==> src/rtl/rom_ram_datapath_if.sv <==
// rom_ram_datapath_if: control strobes, readback and status bus of the ROM-to-RAM datapath
interface rom_ram_datapath_if #(parameter int DW = 8);
  logic          read_rom;
  logic          write_ram;
  logic [2:0]    rom_addr;
  logic [2:0]    ram_addr;
  logic          clr;
  logic [2:0]    rd_addr;
  logic [DW-1:0] rd_data;
  logic [DW-1:0] stage_data;
  logic          stage_valid;
  logic [3:0]    wr_count;
  logic [DW+2:0] checksum;
  logic          done;
  logic          err;
  modport master (
    output read_rom, write_ram, rom_addr, ram_addr, clr, rd_addr,
    input  rd_data, stage_data, stage_valid, wr_count, checksum, done, err
  );
  modport slave (
    input  read_rom, write_ram, rom_addr, ram_addr, clr, rd_addr,
    output rd_data, stage_data, stage_valid, wr_count, checksum, done, err
  );
endinterface

==> src/rtl/rom_ram_datapath.sv <==
// rom_ram_datapath: ROM -> staging register -> offset adder -> RAM, with progress/checksum/error status
module rom_ram_datapath #(
  parameter int                DW       = 8,
  parameter logic [8*DW-1:0]   ROM_INIT = 64'h8070605040302010,
  parameter logic [DW-1:0]     OFFSET   = 8'h00
) (
  input logic               clk,
  input logic               rst_n,
  rom_ram_datapath_if.slave bus
);
  logic [DW-1:0] rom [8];
  logic [DW-1:0] ram_q [8];
  logic [DW-1:0] ram_d [8];
  logic [DW-1:0] stage_q, stage_d, rd_q, rd_d, wr_val;
  logic          valid_q, valid_d, err_q, err_d, wr_ok;
  logic [7:0]    mask_q, mask_d;
  logic [3:0]    count_q, count_d;
  logic [DW+2:0] sum_q, sum_d;
  // ROM is a pure combinational slice of the packed init constant
  always_comb
    for (int i = 0; i < 8; i++) rom[i] = ROM_INIT[i*DW +: DW];
  // next-state: a write consumes the pre-edge staging word; clr wipes status after the write is folded in
  always_comb begin
    wr_ok   = bus.write_ram & valid_q;
    wr_val  = stage_q + OFFSET;
    stage_d = bus.read_rom ? rom[bus.rom_addr] : stage_q;
    valid_d = bus.read_rom | (valid_q & ~bus.write_ram);
    ram_d   = ram_q;
    if (wr_ok) ram_d[bus.ram_addr] = wr_val;
    rd_d    = ram_q[bus.rd_addr];
    mask_d  = bus.clr ? '0 : wr_ok ? mask_q | (8'd1 << bus.ram_addr) : mask_q;
    count_d = bus.clr ? '0 : (wr_ok && count_q != 4'hF) ? count_q + 4'd1 : count_q;
    sum_d   = bus.clr ? '0 : wr_ok ? sum_q + {3'b000, wr_val} : sum_q;
    err_d   = bus.clr ? 1'b0 : err_q | (bus.write_ram & ~valid_q);
  end
  // all state, RAM included, clears asynchronously on reset
  always_ff @(posedge clk or negedge rst_n)
    if (!rst_n) begin
      ram_q   <= '{default: '0};
      stage_q <= '0;
      valid_q <= 1'b0;
      rd_q    <= '0;
      mask_q  <= '0;
      count_q <= '0;
      sum_q   <= '0;
      err_q   <= 1'b0;
    end else begin
      ram_q   <= ram_d;
      stage_q <= stage_d;
      valid_q <= valid_d;
      rd_q    <= rd_d;
      mask_q  <= mask_d;
      count_q <= count_d;
      sum_q   <= sum_d;
      err_q   <= err_d;
    end
  assign bus.rd_data     = rd_q;
  assign bus.stage_data  = stage_q;
  assign bus.stage_valid = valid_q;
  assign bus.wr_count    = count_q;
  assign bus.checksum    = sum_q;
  assign bus.done        = &mask_q;
  assign bus.err         = err_q;
endmodule

==> src/flat_wrapper.sv <==
// flat-port wrapper written by rule: the top's interface ports become plain ports
module rom_ram_datapath_flat 
#(
  parameter int                DW       = 8,
  parameter logic [8*DW-1:0]   ROM_INIT = 64'h8070605040302010,
  parameter logic [DW-1:0]     OFFSET   = 8'h00
)
  (clk, rst_n, bus_read_rom, bus_write_ram, bus_rom_addr, bus_ram_addr, bus_clr, bus_rd_addr, bus_rd_data, bus_stage_data, bus_stage_valid, bus_wr_count, bus_checksum, bus_done, bus_err);
  rom_ram_datapath_if #(.DW(DW)) bus_i ();
  input logic clk;
  input logic rst_n;
  input wire logic [$bits(bus_i.read_rom)-1:0] bus_read_rom;
  input wire logic [$bits(bus_i.write_ram)-1:0] bus_write_ram;
  input wire logic [$bits(bus_i.rom_addr)-1:0] bus_rom_addr;
  input wire logic [$bits(bus_i.ram_addr)-1:0] bus_ram_addr;
  input wire logic [$bits(bus_i.clr)-1:0] bus_clr;
  input wire logic [$bits(bus_i.rd_addr)-1:0] bus_rd_addr;
  output wire logic [$bits(bus_i.rd_data)-1:0] bus_rd_data;
  output wire logic [$bits(bus_i.stage_data)-1:0] bus_stage_data;
  output wire logic [$bits(bus_i.stage_valid)-1:0] bus_stage_valid;
  output wire logic [$bits(bus_i.wr_count)-1:0] bus_wr_count;
  output wire logic [$bits(bus_i.checksum)-1:0] bus_checksum;
  output wire logic [$bits(bus_i.done)-1:0] bus_done;
  output wire logic [$bits(bus_i.err)-1:0] bus_err;
  assign bus_i.read_rom = bus_read_rom;
  assign bus_i.write_ram = bus_write_ram;
  assign bus_i.rom_addr = bus_rom_addr;
  assign bus_i.ram_addr = bus_ram_addr;
  assign bus_i.clr = bus_clr;
  assign bus_i.rd_addr = bus_rd_addr;
  assign bus_rd_data = bus_i.rd_data;
  assign bus_stage_data = bus_i.stage_data;
  assign bus_stage_valid = bus_i.stage_valid;
  assign bus_wr_count = bus_i.wr_count;
  assign bus_checksum = bus_i.checksum;
  assign bus_done = bus_i.done;
  assign bus_err = bus_i.err;
  rom_ram_datapath #(.DW(DW), .ROM_INIT(ROM_INIT), .OFFSET(OFFSET)) u_core (.clk(clk), .rst_n(rst_n), .bus(bus_i));
endmodule
==> config.mk <==
export PLATFORM = sky130hd
export DESIGN_NAME = rom_ram_datapath_flat
export DESIGN_NICKNAME = d
export VERILOG_FILES = /design/src/rtl/rom_ram_datapath_if.sv /design/src/rtl/rom_ram_datapath.sv /design/src/flat_wrapper.sv
export SDC_FILE = /design/constraint.sdc
export NUM_CORES = 1
export LEC_CHECK = 0
export CORE_UTILIZATION = 35
export DETAILED_ROUTE_END_ITERATION = 10
export GPL_ROUTABILITY_DRIVEN = 0
export GPL_TIMING_DRIVEN = 0
export PLACE_DENSITY = 0.57
export SLEW_MARGIN = 20
export SYNTH_ARGS = -nofsm -noshare
export SYNTH_HDL_FRONTEND = slang
export SYNTH_SLANG_ARGS = --single-unit
==> constraint.sdc <==
create_clock -name clk -period 2.7 [get_ports clk]
set_input_delay 0.675 -clock clk [delete_from_list [all_inputs] [get_ports clk]]
set_output_delay 0.675 -clock clk [all_outputs]
set_load 0.02 [all_outputs]
==> out/results.ini <==
[outcome]
run_status = completed

[routing]
route.detailed.wl_per_inst_um = 14.99
route.vias.total = 1903
drtAntennaViolNets = 0
dr.pass1.iters = 4
drt-initial-drc-count = 53
drt-total-wl_mm = 5.802
remaining_drc_errors = 0
route.detailed.vias_per_inst = 4.917

[synthesis]
synthCells = 227
synth_largest_area_cell = sky130_fd_sc_hd__dfrtp_1
ys_async_sr_fraction_pct = 100.0
synthTopCellsByCount = 61 x sky130_fd_sc_hd__dfrtp_1, 35 x sky130_fd_sc_hd__mux2_2, 13 x sky130_fd_sc_hd__a21oi_1, 13 x sky130_fd_sc_hd__nor2_1, 12 x sky130_fd_sc_hd__buf_4
synth.lib_cells_used.distinct = 37
post_synthesis_cell_area_um2 = 2902
synthMostInstantiatedCell = sky130_fd_sc_hd__dfrtp_1
synth_enable_flop_cells = 0
synth_top_area_share_pct = 52.61
ys.flop_type = sky130_fd_sc_hd__dfrtp_1
synth_area_per_cell_um2 = 12.78
yosys_warnings = 0
synth-seq-area-share_pct = 52.61
yosys-top-cells-area = sky130_fd_sc_hd__dfrtp_1 53%, sky130_fd_sc_hd__mux2_2 14%, sky130_fd_sc_hd__mux4_2 6.2%
ys_ff_latch = 61

[cts]
post-cts-setup-buffer-count = 0
hold_buffers = 0
clock_tree.buffer_depth = 2
number_of_buffers_inserted_during_clock_tree_synthesis = 9
tritoncts = built
clock-sinks = 61
clk_root_buffer_cell = sky130_fd_sc_hd__clkbuf_8
cts.reportedPaths.clkPinSlew_ps = 60
htree_num_levels = 3
cts_resized = 0
clock_latency_reported_for_the_late_side_of_the_worst_skew_pair_ps = 340

[global_routing]
grt_pass1_vias = 1904
grt_start_max_net_pins = 47
grt.overflow.total = 0
global_route_wire_length_before_repair_mm = 9.715
grt_antenna_before_repair = 0
grt_use_total_pct = 15.17

[worst_setup_path]
critical_path_class = in -> reg
critPathMaxFanout = 7
crit_path_max_incr_delay_ps = 670
cp.arrival_ps = 2540
timing.rr.start = u_core.bus.stage_data[7]
worstPathRequired_ps = 2930
crit_path_top_delay_cell = sky130_fd_sc_hd__nor3_1
worst_setup_path_start_kind = primary input
critPathCaptureType = flip-flop
critical_path.cell_chain = clkdlybuf4s50_1 > nand2_1 > nor3_1 > mux2_2
critical_path.startpoint = bus_write_ram

[placement]
post_dp_cell_area_um2 = 3406
dpl.cell_count = 372
post_detail_place_hpwl_mm = 4.056
io_buffers = 31

[floorplan]
initial_core_util_pct = 36.79
die_area_um2 = 8658
floorplan.die.height_um = 93.05
ioPinCount = 48
std_cell_rows = 32
coreArea_um2 = 7888
die_w_um = 93.05

[timing]
slew_headroom_pct = 46.88
final-setup-viol-count = 0
worstMarginPinSlew_ps = 790.6
slew_violations = 0
min_period_ps = 2312
clock.fmax_mhz = 432.6
hold_violations = 0
rsz0062_at_grt = false
clock-skew-final_ps = 2.526
finalCritPeriodShare_pct = 85.61

[power]
power.density_nw_per_um2 = 693.2
p_leak_nw = 1.577
p_int_w = 0.001841
power_switching_share_pct = 26.32
p_clk_share_pct = 32.8
totalPowerFinal_w = 0.002499
sequentialPowerShare_pct = 47.1
power.switching_w = 0.0006577
combinationalPowerShare_pct = 20.1
ir_worst_vdd_mv = 0.2647

[final_layout]
instances_no_fill = 387
syn2layout_area_growth_pct = 24.23
fin_nets = 303
design_area_um2 = 3605
drive_gt1_share_pct = 29.47
fillerInstances = 752
antenna_cells_inserted = 0

[worst_hold_path]
hold_path.class = in -> async

[run]
maxCapViolCount = 0

==> critical path, delay by kind of cell <==
kind / cells / cell delay, ps
and+or+nand+nor: 2 / 830
buffers and inverters: 1 / 620
muxes: 1 / 410
==> per-stage QoR <==
step | utilization [%] | setup TNS [ps] | hold WS [ps] | worst slack (ps)
2_1_floorplan | - | 0 | 379.4 | 903.6
3_3_place_gp | 42.86 | -68690 | 474.9 | -1130
3_5_place_dp | 43.18 | 0 | 482.1 | 6.871
4_1_cts | 45.70 | 0 | 184.3 | 360.3
5_1_grt | 45.70 | 0 | 194.9 | 272.6
6_report | 45.70 | 0 | 193.1 | 388.4
==> placed cells by master (no fill, tap or decap), drive strengths merged, types with 3 or more instances in the layout <==
cell type       n
nor3            5
o21ai           5
a21oi          13
clkinv          3
o21a            7
nand2           6
nand3           7
clkdlybuf4s50  30
clkbuf         17
nor2           13
conb           12
buf            17
mux4            8
nand4           4
mux2           39
dfrtp          61
inv             6
ha              7
==> kinds of logic after synthesis <==
| group | count (synthesis) | share of synthesized area [%] |
|---|---|---|
| other cells | 1 | 0.1292 |
| simple gates | 49 | 9.185 |
| buf+inv | 28 | 5.304 |
| compound gates | 31 | 6.554 |
| flops | 61 | 52.61 |
| fa+ha+maj | 8 | 3.708 |
| xor+xnor | 1 | 0.3019 |
| mux | 48 | 22.21 |
==> layout make-up <==
cell class	instances	area [um^2]	share of cell area (%)
well taps	102	127.6	3.540
multi-input cells	149	1262	35.02
plain buffers	21	127.6	3.540
clock buffers	11	151.4	4.200
clock inverters	4	47.55	1.319
flip-flops and latches	61	1526	42.35
repair buffers	32	335.3	9.302
inverters	7	26.28	0.7289
==> sequential cells by signal, summed over array words and instances (netlist names) <==
signal                  flops
u_core.bus.checksum         7
u_core.bus.err              1
u_core.bus.rd_data          4
u_core.bus.stage_data       4
u_core.bus.stage_valid      1
u_core.bus.wr_count         4
u_core.mask_q               8
u_core.ram_q               32
==> power groups by stage <==
stage                     sequential (W)  combinational [W]  clock [W]
after floorplan                  0.00121           0.000306          0
after global placement           0.00119           0.000493          0
after detailed placement         0.00119           0.000507          0
after CTS                        0.00118           0.000510   0.000848
after global routing             0.00120           0.000549   0.000885
final                            0.00118           0.000503   0.000819
==> path summary, 6_finish.rpt <==
check                                               to  slack, ps  depth (start not counted)
worst max-delay path                  u_core.ram_q[36]        390                          4
worst min-delay path                  u_core.ram_q[29]        190                          1
worst max register to register  u_core.bus.checksum[9]        840                          4
worst min register to register        u_core.mask_q[3]        500                          1
max in group asynchronous       u_core.bus.checksum[8]       2020                          2
min in group clk                      u_core.mask_q[3]        500                          1
==> routing by layer <==
metal | part of all wire [%] | wire length, um | up-vias | GRT usage [%]
li1 | - | - | 894 | -
met1 | 46 | 2697 | 949 | 19.83
met2 | 46 | 2688 | 48 | 22.55
met3 | 5.2 | 300 | 12 | 5.528
met4 | 2.0 | 116 | 0 | 6.667
met5 | 0 | 0 | - | 0
No activity file was read; power rests on OpenSTA's default activity.
